[src/rtl/route_requester_if.sv]
// Handshake bundle between one switch input port's route requester and its
// neighbours: the input buffer, the switch controller and the crossbar.
interface route_requester_if #(
    parameter int DATA_WIDTH    = 8,
    parameter int REQUEST_WIDTH = 2
);
    // Input buffer side
    logic [DATA_WIDTH-1:0]    in_data;
    logic                     in_valid;
    logic                     in_ready;

    // Switch controller side
    logic                     routeReserveRequestValid;
    logic [REQUEST_WIDTH-1:0] routeReserveRequest;
    logic                     routeReserveStatus;
    logic                     routeRelieve;

    // Crossbar side
    logic [DATA_WIDTH-1:0]    out_data;
    logic                     out_valid;
    logic                     out_ready;

    // The requester itself drives the master view
    modport master (
        input  in_data, in_valid, routeReserveStatus, out_ready,
        output in_ready, routeReserveRequestValid, routeReserveRequest,
               routeRelieve, out_data, out_valid
    );

    // Buffer, switch controller and crossbar together form the slave view
    modport slave (
        output in_data, in_valid, routeReserveStatus, out_ready,
        input  in_ready, routeReserveRequestValid, routeReserveRequest,
               routeRelieve, out_data, out_valid
    );
endinterface

[src/rtl/route_requester.sv]
// Route requester for one switch input port: decodes the head flit's
// destination with XY routing, reserves an output port through the switch
// controller, streams the packet to the crossbar and relieves the route
// once the tail has gone through.
module route_requester #(
    parameter int N             = 4,
    parameter int DATA_WIDTH    = 8,
    parameter int REQUEST_WIDTH = 2,
    parameter int X_ID          = 0,
    parameter int Y_ID          = 0,
    parameter int PORT_EAST     = 0,
    parameter int PORT_WEST     = 1,
    parameter int PORT_NORTH    = 2,
    parameter int PORT_SOUTH    = 3,
    parameter int PORT_LOCAL    = 0
) (
    input  logic                clk,
    input  logic                rst,
    route_requester_if.master   bus,
    output logic                protocol_error,
    output logic [15:0]         pkt_count
);

    localparam int COORD_W = $clog2(N);

    localparam logic [COORD_W-1:0] X_COORD = COORD_W'(X_ID);
    localparam logic [COORD_W-1:0] Y_COORD = COORD_W'(Y_ID);

    localparam logic [REQUEST_WIDTH-1:0] CODE_EAST  = REQUEST_WIDTH'(PORT_EAST);
    localparam logic [REQUEST_WIDTH-1:0] CODE_WEST  = REQUEST_WIDTH'(PORT_WEST);
    localparam logic [REQUEST_WIDTH-1:0] CODE_NORTH = REQUEST_WIDTH'(PORT_NORTH);
    localparam logic [REQUEST_WIDTH-1:0] CODE_SOUTH = REQUEST_WIDTH'(PORT_SOUTH);
    localparam logic [REQUEST_WIDTH-1:0] CODE_LOCAL = REQUEST_WIDTH'(PORT_LOCAL);

    localparam logic [1:0] S_IDLE       = 2'd0;
    localparam logic [1:0] S_WAIT_GRANT = 2'd1;
    localparam logic [1:0] S_FORWARD    = 2'd2;
    localparam logic [1:0] S_RELIEVE    = 2'd3;

    logic [1:0]               r_state;
    logic                     r_reqValid;
    logic [REQUEST_WIDTH-1:0] r_request;
    logic                     r_relieve;
    logic                     r_protocolError;
    logic [15:0]              r_pktCount;
    logic                     r_firstFlit;

    logic [1:0]               w_flitType;
    logic                     w_isHeadType;
    logic                     w_isTailType;
    logic [COORD_W-1:0]       w_destX;
    logic [COORD_W-1:0]       w_destY;
    logic [REQUEST_WIDTH-1:0] w_route;
    logic                     w_inReady;
    logic                     w_outValid;
    logic [DATA_WIDTH-1:0]    w_outData;
    logic                     w_handshake;

    // Type field: bit 0 marks a packet start (head/single), bit 1 a packet end (tail/single)
    assign w_flitType   = bus.in_data[DATA_WIDTH-1:DATA_WIDTH-2];
    assign w_isHeadType = w_flitType[0];
    assign w_isTailType = w_flitType[1];
    assign w_destX      = bus.in_data[COORD_W-1:0];
    assign w_destY      = bus.in_data[2*COORD_W-1:COORD_W];
    assign w_handshake  = bus.in_valid & w_inReady;

    // XY routing: resolve X first, then Y, otherwise eject locally
    always_comb begin
        w_route = CODE_LOCAL;
        if (w_destX > X_COORD) begin
            w_route = CODE_EAST;
        end else if (w_destX < X_COORD) begin
            w_route = CODE_WEST;
        end else if (w_destY > Y_COORD) begin
            w_route = CODE_NORTH;
        end else if (w_destY < Y_COORD) begin
            w_route = CODE_SOUTH;
        end
    end

    // Buffer/crossbar handshake decoded from state; ready is held low during reset
    always_comb begin
        w_inReady  = 1'b0;
        w_outValid = 1'b0;
        w_outData  = '0;
        if (rst) begin
            case (r_state)
                S_IDLE: begin
                    w_inReady = bus.in_valid & ~w_isHeadType;
                end
                S_FORWARD: begin
                    w_inReady  = bus.out_ready;
                    w_outValid = bus.in_valid;
                    w_outData  = bus.in_data;
                end
                default: begin
                    w_inReady = 1'b0;
                end
            endcase
        end
    end

    // Reservation FSM with registered request, relieve, error and packet counter
    always_ff @(posedge clk or negedge rst) begin
        if (!rst) begin
            r_state         <= S_IDLE;
            r_reqValid      <= 1'b0;
            r_request       <= '0;
            r_relieve       <= 1'b0;
            r_protocolError <= 1'b0;
            r_pktCount      <= 16'd0;
            r_firstFlit     <= 1'b0;
        end else begin
            r_relieve       <= 1'b0;
            r_protocolError <= 1'b0;
            case (r_state)
                S_IDLE: begin
                    if (bus.in_valid && w_isHeadType) begin
                        r_request  <= w_route;
                        r_reqValid <= 1'b1;
                        r_state    <= S_WAIT_GRANT;
                    end else if (bus.in_valid) begin
                        r_protocolError <= 1'b1;
                    end
                    if (bus.routeReserveStatus) begin
                        r_protocolError <= 1'b1;
                    end
                end
                S_WAIT_GRANT: begin
                    if (bus.routeReserveStatus) begin
                        r_reqValid  <= 1'b0;
                        r_firstFlit <= 1'b1;
                        r_state     <= S_FORWARD;
                    end
                end
                S_FORWARD: begin
                    if (bus.routeReserveStatus) begin
                        r_protocolError <= 1'b1;
                    end
                    if (w_handshake) begin
                        r_firstFlit <= 1'b0;
                        if (!r_firstFlit && w_isHeadType) begin
                            r_protocolError <= 1'b1;
                        end
                        if (w_isTailType) begin
                            r_relieve <= 1'b1;
                            r_state   <= S_RELIEVE;
                        end
                    end
                end
                S_RELIEVE: begin
                    if (bus.routeReserveStatus) begin
                        r_protocolError <= 1'b1;
                    end
                    r_pktCount <= r_pktCount + 16'd1;
                    r_state    <= S_IDLE;
                end
                default: begin
                    r_state <= S_IDLE;
                end
            endcase
        end
    end

    assign bus.in_ready                 = w_inReady;
    assign bus.out_valid                = w_outValid;
    assign bus.out_data                 = w_outData;
    assign bus.routeReserveRequestValid = r_reqValid;
    assign bus.routeReserveRequest      = r_request;
    assign bus.routeRelieve             = r_relieve;
    assign protocol_error               = r_protocolError;
    assign pkt_count                    = r_pktCount;

endmodule

[src/flat_wrapper.sv]
// flat-port wrapper written by rule: the top's interface ports become plain ports
module route_requester_flat 
#(
    parameter int N             = 4,
    parameter int DATA_WIDTH    = 8,
    parameter int REQUEST_WIDTH = 2,
    parameter int X_ID          = 0,
    parameter int Y_ID          = 0,
    parameter int PORT_EAST     = 0,
    parameter int PORT_WEST     = 1,
    parameter int PORT_NORTH    = 2,
    parameter int PORT_SOUTH    = 3,
    parameter int PORT_LOCAL    = 0
)
  (clk, rst, protocol_error, pkt_count, bus_in_data, bus_in_valid, bus_routeReserveStatus, bus_out_ready, bus_in_ready, bus_routeReserveRequestValid, bus_routeReserveRequest, bus_routeRelieve, bus_out_data, bus_out_valid);
  route_requester_if #(.DATA_WIDTH(DATA_WIDTH), .REQUEST_WIDTH(REQUEST_WIDTH)) bus_i ();
  input  logic clk;
  input  logic rst;
  output logic protocol_error;
  output logic [15:0] pkt_count;
  input wire logic [$bits(bus_i.in_data)-1:0] bus_in_data;
  input wire logic [$bits(bus_i.in_valid)-1:0] bus_in_valid;
  input wire logic [$bits(bus_i.routeReserveStatus)-1:0] bus_routeReserveStatus;
  input wire logic [$bits(bus_i.out_ready)-1:0] bus_out_ready;
  output wire logic [$bits(bus_i.in_ready)-1:0] bus_in_ready;
  output wire logic [$bits(bus_i.routeReserveRequestValid)-1:0] bus_routeReserveRequestValid;
  output wire logic [$bits(bus_i.routeReserveRequest)-1:0] bus_routeReserveRequest;
  output wire logic [$bits(bus_i.routeRelieve)-1:0] bus_routeRelieve;
  output wire logic [$bits(bus_i.out_data)-1:0] bus_out_data;
  output wire logic [$bits(bus_i.out_valid)-1:0] bus_out_valid;
  assign bus_i.in_data = bus_in_data;
  assign bus_i.in_valid = bus_in_valid;
  assign bus_i.routeReserveStatus = bus_routeReserveStatus;
  assign bus_i.out_ready = bus_out_ready;
  assign bus_in_ready = bus_i.in_ready;
  assign bus_routeReserveRequestValid = bus_i.routeReserveRequestValid;
  assign bus_routeReserveRequest = bus_i.routeReserveRequest;
  assign bus_routeRelieve = bus_i.routeRelieve;
  assign bus_out_data = bus_i.out_data;
  assign bus_out_valid = bus_i.out_valid;
  route_requester #(.N(N), .DATA_WIDTH(DATA_WIDTH), .REQUEST_WIDTH(REQUEST_WIDTH), .X_ID(X_ID), .Y_ID(Y_ID), .PORT_EAST(PORT_EAST), .PORT_WEST(PORT_WEST), .PORT_NORTH(PORT_NORTH), .PORT_SOUTH(PORT_SOUTH), .PORT_LOCAL(PORT_LOCAL)) u_core (.clk(clk), .rst(rst), .bus(bus_i), .protocol_error(protocol_error), .pkt_count(pkt_count));
endmodule
[config.mk]
export PLATFORM = sky130hd
export DESIGN_NAME = route_requester_flat
export DESIGN_NICKNAME = d
export VERILOG_FILES = /design/src/rtl/route_requester_if.sv /design/src/rtl/route_requester.sv /design/src/flat_wrapper.sv
export SDC_FILE = /design/constraint.sdc
export NUM_CORES = 1
export LEC_CHECK = 0
export ABC_AREA = 1
export CAP_MARGIN = 20
export CORE_ASPECT_RATIO = 1.75
export CORE_MARGIN = 2
export CORE_UTILIZATION = 46
export DETAILED_ROUTE_END_ITERATION = 10
export PLACE_DENSITY_LB_ADDON = 0.08
export REMOVE_ABC_BUFFERS = 1
export SYNTH_ARGS = -nofsm -noshare
export SYNTH_HDL_FRONTEND = slang
export SYNTH_SLANG_ARGS = --single-unit
[constraint.sdc]
create_clock -name clk -period 1.7 [get_ports clk]
set_input_delay 0.255 -clock clk [delete_from_list [all_inputs] [get_ports clk]]
set_output_delay 0.255 -clock clk [all_outputs]
set_load 0.005 [all_outputs]
After elaboration in Yosys (flattened, before gate mapping)
Index checks and enable logic that the tools add are counted.
{"block": "word_totals", "ff_bits": 24, "in_bits": 13, "output_inout_bits": 31, "wordCells": 63}
{"block": "classes", "n_addsub": 1, "n_lt_le_gt_ge": 4, "eq_ne": 7, "mux": 31, "bitwise_logic": 3, "n_reduce_logical": 10}
{"operator": "$add 16x1->16 const B", "n": 1}
{"operator": "$mux 1", "n": 16}
{"operator": "$mux 2", "n": 8}
{"operator": "$mux 8", "n": 2}
{"operator": "$pmux 2 s4", "n": 1}
{"operator": "$pmux 1 s2", "n": 3}
{"operator": "$reduce_and 3->1", "n": 2}
{"operator": "$eq 2x2->1 const B", "n": 2}
{"operator": "$gt 2x1->1 const B", "n": 2}
{"operator": "$lt 2x1->1 const B", "n": 2}
{"operator": "$ne 2x1->1 const B", "n": 2}
{"operator": "$ne 2x2->1 const B", "n": 2}
{"operator": "$reduce_and 4->1", "n": 1}
{"operator": "$reduce_bool 2->1", "n": 2}
{"operator": "$pmux 1 s3", "n": 1}
{"operator": "$and 1x1->1", "n": 2}
{"operator": "$eq 2x1->1 const B", "n": 1}
{"operator": "$logic_and 1x1->1", "n": 2}
{"operator": "$logic_not 2->1", "n": 1}
{"operator": "$reduce_and 2->1", "n": 1}
{"operator": "$logic_not 1->1", "n": 1}
{"operator": "$not 1->1", "n": 1}

Logic depth before layout (Yosys ltp)
Gate-level depths: netlist (run 1).
{"block": "depth", "depth_word": 7, "mapped_depth": 10, "mapped_depth_nobuf": 9}

Worst setup path after synthesis (run 1)
No wires, ideal clock.
{"block": "synth_timing", "path_type": "reg2reg", "startpoint": "register u_core.r_state[0]", "endpoint": "register u_core.r_state[1]", "setup_ps": 117, "arrival_time_ps": 1263, "required_time_ps": 1583, "path_slack_ps": 320, "stages_incl_launch_ff": 10, "n_path_buf": 0, "synth_period_minus_slack_ps": 1380, "path_cell_list": "dfrtp_1 > inv_1 > ha_1 > nor2_1 > nor2_1 > nand3_1 > nand2_1 > nand3_1 > nand2_1 > nand2_1"}
{"block": "synth_between", "elab_chain_len": 6, "word_cells_on_any_way": 13, "cone_classes": "eq/ne: 7; mux: 3; bitwise: 1; reduce/logical: 2"}
{"item": "from (decl)", "line_no": "route_requester.sv:40", "text": "logic [1:0] r_state;"}
{"item": "from (signal assigned)", "line_no": "route_requester.sv:106", "text": "r_state <= S_IDLE;"}
{"item": "from (signal assigned)", "line_no": "route_requester.sv:121", "text": "r_state <= S_WAIT_GRANT;"}
{"item": "from (signal assigned)", "line_no": "route_requester.sv:133", "text": "r_state <= S_FORWARD;"}
{"item": "$eq 2x2->1 / $logic_not 2->1 (equally long branches)", "line_no": "route_requester.sv:87, route_requester.sv:116"}
{"item": "$pmux 1 s2", "line_no": "route_requester.sv:87", "text": "case (r_state)"}
{"item": "$mux 1", "line_no": "route_requester.sv:86", "text": "if (rst) begin"}
{"item": "$and 1x1->1", "line_no": "route_requester.sv:65", "text": "assign w_handshake = bus.in_valid & w_inReady;"}
{"item": "$ne 2x1->1 (no source line)"}
{"item": "$reduce_and 4->1 (no source line)"}
Several ways; a longest one is shown, not always the timed one.
A chain may end at the register's enable or synchronous reset.

Final worst setup path (run 1)
{"block": "layout_timing", "startpoint": "register u_core.r_state[0]", "endpoint": "output port bus_in_ready"}
{"block": "layout_between", "elab_chain_len": 3, "word_cells_on_any_way": 4, "cone_classes": "eq/ne: 1; mux: 2; reduce/logical: 1"}
{"item": "$eq 2x2->1 / $logic_not 2->1 (equally long branches)", "line_no": "route_requester.sv:87"}
{"item": "$pmux 1 s2 *", "line_no": "route_requester.sv:87"}
{"item": "$mux 1 *", "line_no": "route_requester.sv:86"}
{"item": "to (decl)", "line_no": "flat_wrapper.sv:25", "text": "output wire logic [$bits(bus_i.in_ready)-1:0] bus_in_ready;"}
Mark *: on every way between the ends. The rest lies on a longest branch, timed or not.

==> impl_metrics.yaml, run 1 <==
synthesis:
  synth-edff-count: 0
  async_flop_share_pct: 100.0
  syn_area_per_cell_um2: 7.604
  synth.cell_area_mm2: 0.001376
  synth_top_area_share_pct: 41.82
  yosys-top-cells-area: "dfrtp_1, nand2_1, inv_1"
  synthTopCellsByCount: "nand2_1, inv_1, dfrtp_1"
  synth_cell_types: 22
  yosysWarnings: 0
  ys.flop_type: "dfrtp_1"
  yosysMostFrequentCell: "nand2_1"
  ys_seq_area_share_pct: 41.82
  yosysTopAreaCell: "dfrtp_1"
  ys_ff_latch: 23
  synth_cells: 181
layout:
  syn2layout_area_growth_pct: 46.45
  nNetsFinal: 262
  post-route-util_pct: 69.62
  insertedDiodeCount: 0
  drive_gt1_share_pct: 19.83
  fillers: 250
clock_network:
  cts_buffers: 3
  cts_hold_buf: 0
  cts_tree: "built"
  clock_latency_ns: 0.26
  clk_pin_slew_ns: 0.08
  cts.sinks: 23
  h-tree-depth: 1
  cts-root-buf: "clkbuf_8"
  cts_buffer_depth: 2
sta:
  fmax_ghz: 0.6050
  tns_ns: 0
  period_needed_ns: 1.653
  period_share_pct: 97.24
  fin_hold_ws_ns: 0.5038
  finalSetupViolCount: 0
  rsz0062_at_grt: "yes"
  fin_worst_skew_ns: 0.001846
  hold_violations: 0
  slew_viol_final: 0
die:
  core_area_mm2: 0.002895
  start_util_pct: 47.54
  fp-row-count: 26
  die_height_um: 76.36
  dieArea_mm2: 0.003463
  die_w_um: 45.35
  pin_count: 44
setup_path:
  end_kind: "output pin"
  critPathArrivalTime_ns: 1.40
  path_max_fanout: 4
  worst-path-buf-inv: 4
  crit_family: "flip-flops"
  start_kind: "flop"
  cpMostUsedCell: "inv_2"
  r2r_slack_ns: 0.13
  crit_type: "reg2out"
  max_stage_delay_ns: 0.40
  cpMaxStageDelayCell: "dfrtp_1"
  path_cells: "inv_2 > ha_4 > buf_6 > nor2_2 > nor2_1 > nand2_1 > inv_2 > buf_2"
  required_ns: 1.44
drt:
  drc: 0
  wl_per_cell_um: 12.24
  vias_per_cell: 5.015
  final_antenna_net_count: 0
  first_pass_iters: 4
  routed_wl_mm: 3.306
  vias: 1354
  drtIter0Drc: 26
pwr:
  ir_drop_mv: 0.9837
  p_leak_uw: 0.001085
  power.density_mw_per_mm2: 1175
placement:
  dp_hpwl_mm: 2.604
  port_buffers: 42
  place.gp.congestion: 0.8554
grt:
  grt_use_total_pct: 21.83
  grt_pass1_wl_mm: 5.699
  grt_max_degree: 20
  grt_pass1_vias: 1395
  grt_antenna_before_repair: 0
  grt.overflow.total: 0
flow_run:
  maxCapViolCount: 0
worst_hold_path:
  hold_path_class: "reg2reg"
status:
  status: "finished clean"
-- sequential cells by signal, indices dropped and copies added, names as in the netlist --
signal / flops
u_core.bus.routeReserveRequestValid: 1
u_core.r_firstFlit: 1
u_core.protocol_error: 1
u_core.r_state: 2
u_core.bus.routeReserveRequest: 1
u_core.bus.routeRelieve: 1
u_core.pkt_count: 16
-- path summary, 6_finish.rpt --
path / from / end / cells past startpoint
max reg2reg: u_core.r_state[0]$_DFFE_PN0P_ / u_core.pkt_count[13]$_DFFE_PN0N_ / 10
max: u_core.r_state[0]$_DFFE_PN0P_ / bus_in_ready / 8
max in group asynchronous: rst / u_core.pkt_count[9]$_DFFE_PN0N_ / 2
min reg2reg: u_core.r_firstFlit$_DFFE_PN0P_ / u_core.r_firstFlit$_DFFE_PN0P_ / 2
min in group asynchronous: rst / u_core.bus.routeRelieve$_DFF_PN0_ / 2
min: u_core.r_firstFlit$_DFFE_PN0P_ / u_core.r_firstFlit$_DFFE_PN0P_ / 2
-- power breakdown --
part | switching, uW | internal [uW]
Combinational | 590 | 642
Sequential | 129 | 672
Clock | 170 | 167
-- cells by family (layout without fill, tap and decap cells) --
logic type,after synthesis,after routing,synth area share [%]
AO/OA/AOI/OAI,11,11,4.545
XOR/XNOR,9,9,5.728
adder cells (fa/ha/maj),6,6,5.454
buffers and inverters,39,100,11.18
flip-flops,23,23,41.82
other,1,1,0.2725
AND/OR/NAND/NOR,92,92,31.00
-- cell usage in the layout, fill, tap and decap left out, drive strengths merged --
| cell | n |
|---|---|
| clkbuf | 13 |
| nand3 | 11 |
| o2111ai | 1 |
| conb | 1 |
| dfrtp | 23 |
| nor3 | 5 |
| nor2 | 23 |
| buf | 18 |
| inv | 37 |
| clkdlybuf4s50 | 32 |
| o22ai | 1 |
| xnor2 | 2 |
| a31oi | 2 |
| ha | 6 |
| a21oi | 2 |
| o21ai | 5 |
| xor2 | 7 |
| nand4 | 5 |
| nand2 | 48 |
-- worst register-to-register path, stage by stage, from the launching register on --
cell and delay (ns):
dfrtp_1 0.37, buf_4 0.11, buf_4 0.11, ha_1 0.23, nand3_4 0.11, nor2_4 0.16
nand2_4 0.09, nor2_8 0.11, nand3_1 0.08, nand2_1 0.06, nand2_1 0.04
-- final cells by class --
| cell class | instances | area, um^2 | area share, % |
|---|---|---|---|
| multi-input cells | 119 | 715.7 | 35.51 |
| flip-flops and latches | 23 | 575.6 | 28.55 |
| repair buffers | 59 | 505.5 | 25.08 |
| inverters | 37 | 138.9 | 6.890 |
| clock buffers | 4 | 45.04 | 2.235 |
| well taps | 28 | 35.03 | 1.738 |
-- layer usage --
| layer | GRT usage, % | share of wire (%) | up-vias |
|---|---|---|---|
| met2 | 37.14 | 53 | 51 |
| met1 | 23.39 | 38 | 612 |
| met4 | 15.00 | 6.0 | 0 |
| li1 | - | - | 674 |
| met3 | 2.370 | 3.5 | 17 |
| met5 | 0 | 0 | - |
-- stage by stage --
| stage | instance area [um^2] | cells | total power [uW] | setup slack [ns] |
|---|---|---|---|---|
| 2_1_floorplan | 1361 | 179 | 1278 | 0.2842 |
| 3_3_place_gp | 1907 | 261 | 1806 | -0.2150 |
| 3_5_place_dp | 1907 | 261 | 1833 | -0.2351 |
| 4_1_cts | 2012 | 268 | 2308 | 0.007286 |
| 5_1_grt | 2016 | 270 | 2555 | -0.03563 |
| 6_report | 2016 | 270 | 2369 | 0.04699 |
-- what timing repair did --
action / in CTS / in global routing
endpoints found under the setup margin: 10 / 10
resized for setup: 27 / 24
pin swaps: 3 / 2
setup buffers: 3 / 2
Note: power is estimated with default switching activity, not from simulation.
==> run 2, diff against run 1 <==
--- a/config.mk
+++ b/config.mk
@@ -11,6 +11,7 @@
 export CORE_MARGIN = 2
 export CORE_UTILIZATION = 46
 export DETAILED_ROUTE_END_ITERATION = 10
+export GPL_TIMING_DRIVEN = 1
 export PLACE_DENSITY_LB_ADDON = 0.08
 export REMOVE_ABC_BUFFERS = 1
 export SYNTH_ARGS = -nofsm -noshare
==> results of run 2 <==
Final layout, timing and power as in run 1 (identical DEF).
==> run 3, diff against run 2 <==
--- a/config.mk
+++ b/config.mk
@@ -5,11 +5,10 @@
 export SDC_FILE = /design/constraint.sdc
 export NUM_CORES = 1
 export LEC_CHECK = 0
-export ABC_AREA = 1
 export CAP_MARGIN = 20
 export CORE_ASPECT_RATIO = 1.75
 export CORE_MARGIN = 2
-export CORE_UTILIZATION = 46
+export CORE_UTILIZATION = 44
 export DETAILED_ROUTE_END_ITERATION = 10
 export GPL_TIMING_DRIVEN = 1
 export PLACE_DENSITY_LB_ADDON = 0.08
==> run 3 against run 2 <==
Against the previous run:
- the flow now finishes with violations (negative setup slack)
- core utilization rose by 1.4 points
- count of clock-buffer cells in the layout did not move
- combinational power is 6% lower
- sequential cell count is the same
- via count is 21% lower
- synthesized area fell by 11%
- clock power is 2% lower
- fmax shrank 6.3%
- global-route usage shrank 0.77 points
- critical path type unchanged
- critical endpoint unchanged
- largest power group unchanged
- highest routed layer unchanged
==> impl_metrics.yaml, run 3 <==
sta:
  hold_violations: 0
  period_needed_ns: 1.764
  rsz0062_at_grt: "yes"
  finalSetupViolCount: 8
  fmax_ghz: 0.5668
  slew_viol_final: 0
  period_share_pct: 103.8
  setup_slack_ns: -0.06427
  fin_worst_skew_ns: 0.001785
setup_path:
  path_max_fanout: 3
  required_ns: 1.44
  start_kind: "flop"
  critPathArrivalTime_ns: 1.51
  end_kind: "output pin"
  crit_type: "reg2out"
layout:
  layout_commonest_cell: "clkdlybuf4s50_1"
  largest_reg_flops: 16
  drive_gt1_share_pct: 29.12
  mostFrequentLayoutCells: "clkdlybuf4s50_1, dfrtp_1, buf_4"
  syn2layout_area_growth_pct: 55.82
  nNetsFinal: 202
  fillers: 203
  stdcell_area_mm2: 0.001911
  stdcell_count: 209
  insertedDiodeCount: 0
synthesis:
  ys.flop_type: "dfrtp_1"
  synth_cell_types: 32
  ys_seq_area_share_pct: 46.94
  synthTopCellsByCount: "dfrtp_1, nand2_1, and3_1, xnor2_1"
  synth-edff-count: 0
  yosysTopAreaCell: "dfrtp_1"
  synth.cell_area_mm2: 0.001226
  synth_top_area_share_pct: 46.94
  synth_cells: 118
  yosys-top-cells-area: "dfrtp_1, xnor2_1, ha_1"
  async_flop_share_pct: 100.0
  yosysMostFrequentCell: "dfrtp_1"
  yosysWarnings: 0
  ys_ff_latch: 23
  syn_area_per_cell_um2: 10.39
pwr:
  p_switching_uw: 749.3
  combPwrFrac_pct: 51.0
  clockPowerShare_pct: 14.4
  p_int_uw: 1527
  seqPwrFrac_pct: 34.5
  switching_share_pct: 32.91
  p_leak_uw: 0.0008926
  power.density_mw_per_mm2: 1192
  ir_drop_mv: 0.9256
status:
  status: "complete, but fails checks"
  violations: "negative setup slack"
drt:
  final_antenna_net_count: 0
  first_pass_iters: 4
  drtIter0Drc: 6
  drc: 0
  vias: 1075
  routed_wl_mm: 2.984
  vias_per_cell: 5.144
  wl_per_cell_um: 14.28
clock_network:
  cts_tree: "built"
  cts_buffers: 3
  cts_hold_buf: 0
  cts.sinks: 23
  cts-root-buf: "clkbuf_8"
  h-tree-depth: 1
  cts_buffer_depth: 2
  clk_pin_slew_ns: 0.08
  clock_latency_ns: 0.25
grt:
  grt_max_degree: 17
  grt_pass1_wl_mm: 5.037
  grt.overflow.total: 0
  grt_antenna_before_repair: 0
  grt_use_total_pct: 21.07
  grt_pass1_vias: 1104
placement:
  port_buffers: 42
  dpl_cell_area_mm2: 0.001805
  place.gp.congestion: 0.8219
  dp_hpwl_mm: 2.394
  dpl_worst_slack_ns: -0.3484
  dp.cells: 201
die:
  start_util_pct: 45.58
  pin_count: 44
  fp-row-count: 25
  core_area_mm2: 0.002690
  die_height_um: 73.84
  dieArea_mm2: 0.003242
  die_w_um: 43.91
worst_hold_path:
  hold_path_class: "in2async"
flow_run:
  maxCapViolCount: 0
## run 3: per-stage QoR
step	setup TNS (ns)	util (%)	total power (uW)	hold slack (ns)
final	-0.2657	71.02	2277	0.3206
after CTS	-0.5727	70.33	2240	0.3166
after global placement	-1.519	67.12	1745	0.4572
after global routing	-0.7142	71.02	2440	0.3134
after detailed placement	-2.008	67.12	1783	0.4617
after floorplan	0	-	1194	-0.04059
## run 3: logic make-up after synthesis
| kind of cell | after synthesis | share of synthesized area, % |
|---|---|---|
| other | 1 | 0.3058 |
| and+or+nand+nor | 49 | 23.37 |
| buffers and inverters | 8 | 2.756 |
| xor gates and xnor gates | 15 | 10.71 |
| muxes | 2 | 1.735 |
| adders and majority gates | 6 | 6.122 |
| DFF | 23 | 46.94 |
| AOI/OAI and AO/OA | 14 | 8.062 |
## run 3: critical path, stage by stage, from the launching register on
cell and delay [ns]:
dfrtp_1 0.40, inv_2 0.10, ha_4 0.15, nor2b_4 0.13
and2_4 0.16, o21ai_2 0.05, a21boi_1 0.13, buf_2 0.12
## run 3: power groups by stage
stage	clock network, uW	logic (uW)	registers (uW)
after detailed placement	0	998	785
after global placement	0	960	785
after CTS	340	1120	779
after floorplan	0	409	785
final	329	1160	786
after global routing	364	1270	807
## run 3: worst paths after layout
path,from,endpoint,slack (ns),cells after the start
min in group clk,u_core.pkt_count[15]$_DFFE_PN0N_,u_core.pkt_count[15]$_DFFE_PN0N_,0.46,1
max reg2reg,u_core.r_state[0]$_DFFE_PN0P_,u_core.r_state[0]$_DFFE_PN0P_,0.04,9
max in group asynchronous,rst,u_core.pkt_count[12]$_DFFE_PN0N_,1.02,3
max,u_core.r_state[0]$_DFFE_PN0P_,bus_in_ready,-0.06,7
min reg2reg,u_core.pkt_count[15]$_DFFE_PN0N_,u_core.pkt_count[15]$_DFFE_PN0N_,0.46,1
min,rst,u_core.pkt_count[9]$_DFFE_PN0N_,0.32,2
## run 3: layout make-up
cell class              instances  area, um^2  share of cell area (%)
repair buffers                 63       565.5                   29.60
well taps                      27       33.78                   1.768
multi-input cells              87       671.9                   35.17
flip-flops and latches         23       575.6                   30.12
clock buffers                   4       45.04                   2.358
inverters                       5       18.77                  0.9823
## run 3: routing by layer
layer  track usage (%)  vias to the layer above  part of all wire, %
met5                 0                        -                    0
li1                  -                      539                    -
met1             23.08                      510                   37
met4             11.78                        0                  1.7
met3             2.948                        4                  2.9
met2             37.42                       22                   58
## run 3: what timing repair did
item	4_1_cts	5_1_grt
pin swaps	3	5
buffers inserted	3	1
resized for setup	46	13
endpoints found under the setup margin	10	10
==> RTL edit 1, RTL diff (settings of run 3) <==
Make the reset (`rst`) synchronous in one clocked block.
--- a/src/rtl/route_requester.sv
+++ b/src/rtl/route_requester.sv
@@ -103,3 +103,3 @@
     // Reservation FSM with registered request, relieve, error and packet counter
-    always_ff @(posedge clk or negedge rst) begin
+    always_ff @(posedge clk) begin
         if (!rst) begin
Function: differs if rst is asserted again (counterexample within 4 cycles, from zero or initial values and one cycle with rst low); with rst held inactive, the same outputs for 10 cycles.
==> RTL edit 1 against run 3 <==
The run still ends with setup timing left. Power is 16% lower. Setup slack better by 0.025 ns. Routed wire length is 22% higher. Critical path depth is 2 lower. Design area is 4.8% higher. Sequential cell count stayed put. Area after synthesis is 2.1% higher.
==> RTL edit 1: results (changes against run 3) <==
status - complete, but fails checks
failing checks - setup timing
synth cell count leaders - 23 x dfxtp_1, 22 x nor2_1, 16 x nand2_1
placed wire-length estimate - 2781 um (+16%)
layout net count - 240 (+19%)
placed inst area - 1856 um2 (+2.8%)
DRT iter0 DRCs - 25 (+19)
setup violators final - 2 (-6)
Clock Skew - 0.001411 ns (-0.0003744 ns)
setup TNS - -0.05005 ns (+0.2156 ns)
maximum fanout along the worst path - 6 (+3)
Final Worst Setup Slack - -0.03946 ns (+0.02481 ns)
WL per Instance - 14.70 um (+3.0%)
via density per instance - 5.632 (+9.5%)
sequential-to-total area share from yosys stat - 0.3676 (-0.1018)
# resized after CTS - 25 (-46%)
Post-Place Setup Slack - -0.2182 ns (+0.1302 ns)
gr usage total - 0.2406 (+0.02998)
layout cells sized above 1 - 0.2818 (-0.009391)
Setup Buffers After CTS - 1 (-2)
first-pass GRT wire length - 6009 um (+19%)
Critical R2R Capture - u_core.pkt_count[14]
number of global-route vias before repair - 1414 (+28%)
Critical-path top delay cell - dfxtp_4
Synth cell types - 36 (+13%)
synth top area cells - dfxtp_1 37%, xor2_1 7.0%, nor2_1 6.6%, ha_1 6.0%, and3_1 5.0%
maximum VDD drop - 595.7 uV (-36%)
R2R depth - 7 (-2)
Pint - 0.001268 W (-17%)
Max stage delay on crit path - 0.35 ns (-0.05 ns)
wirelength, routed - 3632 um (+22%)
arrival time worst endpoint - 1.48 ns (-0.03 ns)
RTL edit 1: power by group through the flow:
stage	registers [W]	logic (W)	clock network [W]
after floorplan	0.000636	0.000331	0
after global placement	0.000632	0.000682	0
after detailed placement	0.000636	0.000700	0
after CTS	0.000637	0.000748	0.000345
after global routing	0.000644	0.00101	0.000379
final	0.000639	0.000923	0.000344
RTL edit 1: cells by family (layout without fill, tap and decap cells):
| logic type | Yosys count | in the layout | share of synthesized area |
|---|---|---|---|
| buf+inv | 14 | 81 | 0.05195 |
| xor+xnor | 12 | 12 | 0.08392 |
| flops | 23 | 23 | 0.3676 |
| compound gates | 20 | 20 | 0.09791 |
| other cells | 1 | 1 | 0.002994 |
| mux | 1 | 1 | 0.007992 |
| simple gates | 76 | 76 | 0.3277 |
| fa+ha+maj | 6 | 6 | 0.05994 |
RTL edit 1: how the worst max path moves through the flow:
stage / start / endpoint / slack, ns
floorplan: u_core.r_state[0] / u_core.pkt_count[14] / -0.009
global placement: bus_in_data[6] / bus_in_ready / -0.19
detailed placement: bus_in_data[6] / bus_in_ready / -0.22
CTS: u_core.r_state[1] / bus_in_ready / -0.24
global route: u_core.r_state[0] / bus_in_ready / -0.09
finish: u_core.r_state[1] / bus_out_valid / -0.04
RTL edit 1: layout make-up:
cell class,count,area [um2],area share
Tap cell,27,33.78,0.01688
Clock buffer,3,41.29,0.02063
Timing Repair Buffer,70,598.1,0.2988
Multi-Input combinational cell,116,829.5,0.4144
Inverter,7,28.78,0.01437
Sequential cell,23,465.4,0.2325
Clock inverter,1,5.005,0.002500
RTL edit 1: metal layers:
| layer | GRT usage | routed length, um |
|---|---|---|
| met5 | 0 | 0 |
| met4 | 0.1010 | 91 |
| met3 | 0.02913 | 159 |
| met2 | 0.4820 | 2106 |
| met1 | 0.2337 | 1274 |
==> RTL edit 2, RTL diff (flow settings as in run 3) <==
Made on the original files. `DATA_WIDTH` is set to 8 in 3 places; all go to 6.
--- a/src/rtl/route_requester_if.sv
+++ b/src/rtl/route_requester_if.sv
@@ -3,3 +3,3 @@
 interface route_requester_if #(
-    parameter int DATA_WIDTH    = 8,
+    parameter int DATA_WIDTH    = 6,
     parameter int REQUEST_WIDTH = 2
--- a/src/rtl/route_requester.sv
+++ b/src/rtl/route_requester.sv
@@ -6,3 +6,3 @@
     parameter int N             = 4,
-    parameter int DATA_WIDTH    = 8,
+    parameter int DATA_WIDTH    = 6,
     parameter int REQUEST_WIDTH = 2,
--- a/src/flat_wrapper.sv
+++ b/src/flat_wrapper.sv
@@ -4,3 +4,3 @@
     parameter int N             = 4,
-    parameter int DATA_WIDTH    = 8,
+    parameter int DATA_WIDTH    = 6,
     parameter int REQUEST_WIDTH = 2,
Ports: changed (resized bus_in_data and bus_out_data); port bits go from 44 to 40. The function was not compared with the original's and may differ.
==> RTL edit 2 against run 3 <==
Hold slack got worse by 0.32 ns. Sequential cell count unchanged. Routed wire length decreased by 1.5%. Largest power group unchanged. Power decreased by 2.5%. Area after synthesis decreased by 0.61%. First-iteration DRC count increased by 130%. Setup slack improved by 0.11 ns. Cell count decreased by 1.9%. Design area decreased by 1.0%.
==> RTL edit 2: results (changes against run 3) <==
status - complete, no violations
DRT met1 WL - 1042 um (-5.9%)
Clock buffers and inverters, area share - 0.02383 (+0.0002497)
Pleak - 0.9069 nW (+1.6%)
largest net degree at the start of global routing - 19 (+2)
number of global-route vias before repair - 1151 (+4.3%)
DP Cell Count - 197 (-2.0%)
first-pass GRT wire length - 5119 um (+1.6%)
nonclk buf count - 61 (-3.2%)
mux share of post-synthesis cell area - 0.009240 (-0.008107)
Final Util - 0.7111 (+0.0008260)
via density per instance - 5.322 (+3.5%)
crit path from - u_core.r_state[1]
arrival time worst endpoint - 1.40 ns (-0.11 ns)
power per standard cell area - 1174 nW/um2 (-1.5%)
Adder-Cell Fraction of Synth Area - 0.06160 (+0.0003772)
R2R Setup Slk - 0.13 ns (+0.09 ns)
M1 GR Usage - 0.2283 (-0.002423)
sequential-to-total area share from yosys stat - 0.4723 (+0.002892)
placed inst area - 1757 um2 (-2.7%)
port bufs - 38 (-9.5%)
combinational power share - 0.500 (-0.010)
synthesized instance count - 116 (-1.7%)
Max stage delay on crit path - 0.43 ns (+0.03 ns)
multi-input combinational area share - 0.3514 (about the same)
synth cell count leaders - 23 x dfrtp_1, 12 x nand2_1, 9 x nor2_1
DRT iter0 DRCs - 14 (+8)
met3 wire length - 87 um (-1.1%)
WL per Instance - 14.33 um (+0.38%)
Non-Filler Instances - 205 (-1.9%)
layout cells sized above 1 - 0.2528 (-0.03840)
met3 GRT Util - 0.02703 (-0.002457)
WHS - 0.002939 ns (-0.3177 ns)
flip-flop and latch count - 23 (unchanged)
Fill cells - 202 (-0.49%)
gr usage total - 0.2124 (+0.001706)
RTL edit 2: changes by cell type after synthesis, moves of 2 or more:
cell	before	now
and3_1	10	8
nor2_1	6	9
nor2b_1	3	1
nor3_1	0	2
o21ai_0	5	3
xnor2_1	10	7
xor2_1	5	8
RTL edit 2: metrics by stage:
stage / TNS, ns / setup slack [ns]
floorplan: 0 / 0.1708
global placement: -1.485 / -0.1795
detailed placement: -1.585 / -0.2008
CTS: -0.07496 / -0.07496
global route: -0.02981 / -0.02981
finish: 0 / 0.04430
RTL edit 2: timing repair:
| item | 4_1_cts | 5_1_grt |
|---|---|---|
| setup endpoints to repair | 8 | 13 |
| pin swaps | 1 | 3 |
| gates resized for setup | 15 | 15 |
| setup buffers | 3 | 1 |
| hold endpoints to repair | 0 | 0 |
| cloned | 0 | 0 |
